File: src/rtl/fifo_arb_pkg.sv
// Shared types and helpers for the FIFO write arbiter.
// Optional build macro used by the top: FIFO_WR_ARBITER_STATS_EN.
package fifo_arb_pkg;

    typedef enum logic {
        IDLE    = 1'b0,
        GRANTED = 1'b1
    } arb_state_e;

    // Per-requester transfer counters stop here instead of wrapping.
    localparam logic [31:0] STAT_SAT = 32'hFFFF_FFFF;

    // Widest request vector the search helper handles.
    localparam int RR_MAX = 16;

    // Cyclic-priority search: first asserted bit strictly after 'last',
    // wrapping at n. Returns 'last' when nothing is requesting.
    function automatic int rr_next(input logic [RR_MAX-1:0] req,
                                   input int last,
                                   input int n);
        int         idx;
        logic [3:0] bit_sel;
        logic       found;
        rr_next = last;
        found   = 1'b0;
        for (int k = 1; k <= RR_MAX; k++) begin
            idx     = (last + k) % n;
            bit_sel = idx[3:0];
            if (k <= n && !found && req[bit_sel]) begin
                rr_next = idx;
                found   = 1'b1;
            end
        end
    endfunction

endpackage

File: src/rtl/rr_arbiter_core.sv
// Round-robin winner search plus the registered last-grant pointer.
// The pointer resets to the highest index so index 0 wins first.
module rr_arbiter_core
    import fifo_arb_pkg::*;
#(
    parameter int pN = 4,
    parameter int pW = $clog2(pN)
) (
    input  logic          clk,
    input  logic          reset,
    input  logic [pN-1:0] req,
    input  logic          load,
    output logic          any_req,
    output logic [pW-1:0] winner,
    output logic [pW-1:0] ptr_q
);

    logic [pW-1:0] ptr_d;
    int            win_int;

    // Next winner searched from ptr_q+1; pointer advances only on load.
    always_comb begin
        win_int = rr_next(RR_MAX'(req), int'(ptr_q), pN);
        winner  = pW'(win_int);
        any_req = |req;
        ptr_d   = load ? winner : ptr_q;
    end

    // Last-grant pointer register.
    always_ff @(posedge clk) begin
        if (reset) ptr_q <= pW'(pN - 1);
        else       ptr_q <= ptr_d;
    end

endmodule

File: src/rtl/fifo_wr_arbiter.sv
// Round-robin write arbiter feeding one fifo_sync write port. Words are
// tagged {requester, payload}; grants are bounded to pBURST transfers and
// throttled on almost_full so the single in-flight write never hits full.
// Optional build macro: FIFO_WR_ARBITER_STATS_EN adds per-requester
// saturating transfer counters readable through stat_sel/stat_count.
module fifo_wr_arbiter
    import fifo_arb_pkg::*;
#(
    parameter int pREQUESTERS = 4,
    parameter int pDATA_WIDTH = 16,
    parameter int pBURST      = 8,
    parameter int pTAG_WIDTH  = $clog2(pREQUESTERS)
) (
    input  logic                             clk,
    input  logic                             reset,
    input  logic                             enable,
    input  logic                             clear_status,
    input  logic [pREQUESTERS-1:0]           req_valid,
    input  logic [pREQUESTERS*pDATA_WIDTH-1:0] req_data,
    output logic [pREQUESTERS-1:0]           req_ready,
    output logic                             fifo_wen,
    output logic [pTAG_WIDTH+pDATA_WIDTH-1:0] fifo_wdata,
    input  logic                             fifo_full,
    input  logic                             fifo_almost_full,
    input  logic                             fifo_overflow,
    output logic [pTAG_WIDTH-1:0]            grant_idx,
    output logic                             busy,
`ifdef FIFO_WR_ARBITER_STATS_EN
    input  logic [pTAG_WIDTH-1:0]            stat_sel,
    output logic [31:0]                      stat_count,
`endif
    output logic                             overflow_seen
);

    localparam int WW = pTAG_WIDTH + pDATA_WIDTH;

    arb_state_e             state_q, state_d;
    logic [7:0]             burst_q, burst_d;
    logic                   wen_q, wen_d;
    logic [WW-1:0]          wdata_q, wdata_d;
    logic                   ovf_q, ovf_d;
    logic                   load;
    logic                   any_req;
    logic                   xfer;
    logic [pTAG_WIDTH-1:0]  winner;
    logic [pDATA_WIDTH-1:0] g_data;

    rr_arbiter_core #(
        .pN (pREQUESTERS),
        .pW (pTAG_WIDTH)
    ) u_rr (
        .clk     (clk),
        .reset   (reset),
        .req     (req_valid),
        .load    (load),
        .any_req (any_req),
        .winner  (winner),
        .ptr_q   (grant_idx)
    );

    // FSM next state, per-requester ready, transfer detect and write capture.
    always_comb begin
        state_d   = state_q;
        burst_d   = burst_q;
        wen_d     = 1'b0;
        wdata_d   = wdata_q;
        load      = 1'b0;
        xfer      = 1'b0;
        req_ready = '0;
        g_data    = req_data[int'(grant_idx)*pDATA_WIDTH +: pDATA_WIDTH];
        case (state_q)
            IDLE: begin
                // One-cycle arbitration bubble; ready stays low here.
                if (any_req) begin
                    load    = 1'b1;
                    state_d = GRANTED;
                    burst_d = '0;
                end
            end
            GRANTED: begin
                req_ready[grant_idx] = enable & ~fifo_full & ~fifo_almost_full;
                xfer = req_valid[grant_idx] & req_ready[grant_idx];
                if (xfer) begin
                    wen_d   = 1'b1;
                    wdata_d = {grant_idx, g_data};
                    burst_d = burst_q + 8'd1;
                end
                // A stall (valid but not ready) keeps the grant.
                if (!req_valid[grant_idx] ||
                    (xfer && burst_q == 8'(pBURST - 1)))
                    state_d = IDLE;
            end
            default: state_d = IDLE;
        endcase
        // Set has priority over clear.
        ovf_d = fifo_overflow | (ovf_q & ~clear_status);
    end

    // State, burst counter, registered write port and sticky status.
    always_ff @(posedge clk) begin
        if (reset) begin
            state_q <= IDLE;
            burst_q <= '0;
            wen_q   <= 1'b0;
            wdata_q <= '0;
            ovf_q   <= 1'b0;
        end else begin
            state_q <= state_d;
            burst_q <= burst_d;
            wen_q   <= wen_d;
            wdata_q <= wdata_d;
            ovf_q   <= ovf_d;
        end
    end

    assign fifo_wen      = wen_q;
    assign fifo_wdata    = wdata_q;
    assign busy          = (state_q == GRANTED);
    assign overflow_seen = ovf_q;

`ifdef FIFO_WR_ARBITER_STATS_EN
    logic [31:0] stat_q [pREQUESTERS];
    logic [31:0] stat_d [pREQUESTERS];

    // Saturating per-requester transfer counts; clear_status wipes them.
    always_comb begin
        for (int i = 0; i < pREQUESTERS; i++) begin
            stat_d[i] = stat_q[i];
            if (clear_status)
                stat_d[i] = '0;
            else if (xfer && grant_idx == pTAG_WIDTH'(i) && stat_q[i] != STAT_SAT)
                stat_d[i] = stat_q[i] + 32'd1;
        end
        stat_count = (int'(stat_sel) < pREQUESTERS) ? stat_q[stat_sel] : '0;
    end

    // Counter registers.
    always_ff @(posedge clk) begin
        for (int i = 0; i < pREQUESTERS; i++) begin
            if (reset) stat_q[i] <= '0;
            else       stat_q[i] <= stat_d[i];
        end
    end
`endif

endmodule

File: config.mk
export PLATFORM = sky130hd
export DESIGN_NAME = fifo_wr_arbiter
export DESIGN_NICKNAME = d
export VERILOG_FILES = /design/src/rtl/fifo_arb_pkg.sv /design/src/rtl/rr_arbiter_core.sv /design/src/rtl/fifo_wr_arbiter.sv
export SDC_FILE = /design/constraint.sdc
export NUM_CORES = 1
export LEC_CHECK = 0
export BUFFER_PORTS_ARGS = -buffer_cell sky130_fd_sc_hd__buf_2
export CORE_MARGIN = 2
export CORE_UTILIZATION = 42
export CTS_BUF_LIST = sky130_fd_sc_hd__clkbuf_8
export DETAILED_ROUTE_END_ITERATION = 12
export PLACE_DENSITY_LB_ADDON = 0.12
export SYNTH_ARGS = -nofsm -noshare
export SYNTH_HDL_FRONTEND = slang
export SYNTH_SLANG_ARGS = --single-unit
File: constraint.sdc
create_clock -name clk -period 2.6 [get_ports clk]
set_clock_uncertainty 0.05 [all_clocks]
set_input_delay 0.39 -clock clk [delete_from_list [all_inputs] [get_ports clk]]
set_output_delay 0.39 -clock clk [all_outputs]
set_load 0.02 [all_outputs]
==> impl_results.md <==
* Post_cts resized at 0
* Async set-reset flop share out of synthesis at 0
* Sequential cell area at between 600 and 700 um2
* Final setup TNS at 0 ns
* Post-synthesis cell count at approximately 200
* Drt pass-1 iters at 4
* CP Launch Type: flip-flop
* Nets at between 300 and 400
* Fill count at between 400 and 500
* Grt ovf at 0
* Clk buf depth at 2
* Drt initial violations at between 60 and 70
* Commonest cells in the netlist: nand2_1, dfxtp_1, a21oi_1
* Pwr dens at 730 nW/um2
* Cell row count at 24
* Net count after synthesis at 278
* Cts hold-fix bufs at 0
* Die width at 70.7 um
* Drt wl/cell at ~13 um
* Die outline height at between 70 and 80 um
* Worst r2r dst: fifo_wdata[15]
* HP Class: in2reg
* Yosys cell types at 34
* GP Congestion at ~0.76
* Static leakage at between 1 and 1.5 nW
* Setup crit end: fifo_wdata[15]
* Sequential share of the synthesized area at 0.332
* Main synth FF type: dfxtp_1
* Post-synth top area share at 0.332
* Yosys warns at 0
* Area leader, netlist: dfxtp_1
* Final hold viol count at 0
* Synth area leaders: dfxtp_1, mux4_2, nand2_1
* RSZ-0062 raised after global routing: no
* Root Driver: clkbuf_8
* FF-to-FF Start: u_rr.ptr_q[0]
* # Post-CTS Setup Buffers at 0
* Status: finished, final reports clean
* Post-synth EDFFs at 0
* CORE AREA at 4320 um2
* Worst reg2reg setup slack at ~0.42 ns
* Antenna violations before repair at 0
* Hpwl dp at 3.54 mm
* Crit path launch: u_rr.ptr_q[0]
* Area growth, synth to finish at 36.3%
* Antenna cells at 0
* Maxcap violations at 0
* Syn Std Cell Area at about 1900 um2
* Vias per cell at about 5.3
* FF-to-FF path depth at 7
* Final setup violation count at 0
* #FFs+latches synth at 31
* Critical Path AT at between 2 and 2.5 ns
* Fraction of layout cells with a size suffix above 1 at 0.467
* Ports at approximately 100
* Area of the multi-input gates at about 1200 um2
* Starting Density at 0.432
* Slew @ Worst Pin at ~0.48 ns
* H-tree levels at 2
* Largest net degree at the start of global routing at 28
* Worst skew pair latency at 0.28 ns
* WS Path Type: reg2reg
* Die area at ~5000 um2
* IO buf count at roughly 100
* Synthesized area per cell at about 9.4 um2
* First-pass GRT wire length at between 7 and 8 mm
* Reg clk slew, reported paths at 0.06 ns
* Crit share post-route at 0.838
* Max frequency at about 460 MHz
* WHS Path Cells at 3
* Number of global-route vias before repair at roughly 1800
* Gr usage total at 0.194
* ANT nets after route at 0
* Worst vdd ir at roughly 0.00046 V
* Sink Count at 31
* Power Total at around 0.0019 W
* WL final at between 4 and 5 mm
* Total CTS buffers at 5
* Max-slew violations at 0
* Post-route minimum period at roughly 2.2 ns
* Most frequent cell after synthesis: nand2_1
* Vias at around 1900
* Data required, critical path at between 2 and 3 ns
* Residual DRC at 0
* CTS tree: yes
* Max transition margin at 0.679
* CP max FO at 13
* Crit path capture type: flip-flop
==> worst min path at each step <==
| stage | start | to |
|---|---|---|
| 2_1_floorplan | burst_q[7] | burst_q[7] |
| 5_1_grt | fifo_overflow | overflow_seen |
| 3_5_place_dp | fifo_wdata[13] | fifo_wdata[13] |
| 6_report | fifo_overflow | overflow_seen |
| 4_1_cts | fifo_overflow | overflow_seen |
| 3_3_place_gp | fifo_wdata[6] | fifo_wdata[6] |
==> flip-flops by register name (all words and copies together) (netlist names) <==
signal / cells
burst_q: 8
fifo_wdata: 18
overflow_seen: 1
busy: 1
fifo_wen: 1
u_rr.ptr_q: 2
==> logic make-up after synthesis <==
logic type	count (synthesis)	share of synthesized area
compound gates	40	0.124
xor+xnor	1	0.00469
fa+ha+maj	5	0.0335
buf+inv	18	0.0422
flops	31	0.332
mux	25	0.261
simple gates	78	0.202
==> area by class of cell <==
cell class              instances  share of cell area
multi-input cells             149               0.460
flip-flops and latches         31               0.244
repair buffers                107               0.216
clock buffers                   6              0.0324
well taps                      52              0.0256
clock inverters                 2              0.0138
inverters                       5             0.00737
==> worst max-delay path: stages, from the launching register on <==
cell and delay (ns):
dfxtp_2 0.45, buf_4 0.28, mux2i_1 0.34, nor4_2 0.08
o21ai_2 0.41, buf_4 0.27, nand2_1 0.07, a21oi_1 0.14
==> where the power goes <==
part | total (W) | internal, W | leakage, nW | switching (W)
registers | 0.000539 | 0.000502 | 0.251 | 0.0000371
logic | 0.000827 | 0.000435 | 0.846 | 0.000392
clock network | 0.000493 | 0.000310 | 0.0612 | 0.000183
total | 0.00186 | 0.00125 | 1.16 | 0.000612
==> per-layer routing <==
metal / global-route usage / vias to the layer above / routed length (um)
met5: 0 / - / 0
met4: 0.0692 / 0 / 82
met3: 0.0613 / 8 / 414
met2: 0.332 / 78 / 2250
met1: 0.230 / 852 / 1910
li1: - / 928 / -
==> cells in the final DEF, fill, tap and decap left out, types with 4 or more instances in the layout <==
cell / count
nor3_1: 5
ha_1: 5
and2_1: 4
clkbuf_8: 6
nand2_1: 41
buf_2: 101
nand3_1: 5
dfxtp_1: 30
nor2_1: 8
o31ai_1: 6
or4_1: 4
inv_1: 5
mux2i_1: 6
buf_4: 6
mux4_2: 19
a21oi_1: 25
==> through the flow <==
| stage | hold slack, ns | cell area, um2 | cells | util | setup slack [ns] |
|---|---|---|---|---|---|
| 2_1_floorplan | 0.400 | 1870 | 198 | - | 0.0589 |
| 3_3_place_gp | 0.389 | 2430 | 344 | 0.562 | 0.388 |
| 3_5_place_dp | 0.395 | 2430 | 344 | 0.562 | 0.339 |
| 4_1_cts | 0.264 | 2550 | 352 | 0.589 | 0.394 |
| 5_1_grt | 0.295 | 2550 | 352 | 0.589 | 0.157 |
| 6_report | 0.268 | 2550 | 352 | 0.589 | 0.421 |
(Power assumes the default switching activity.)
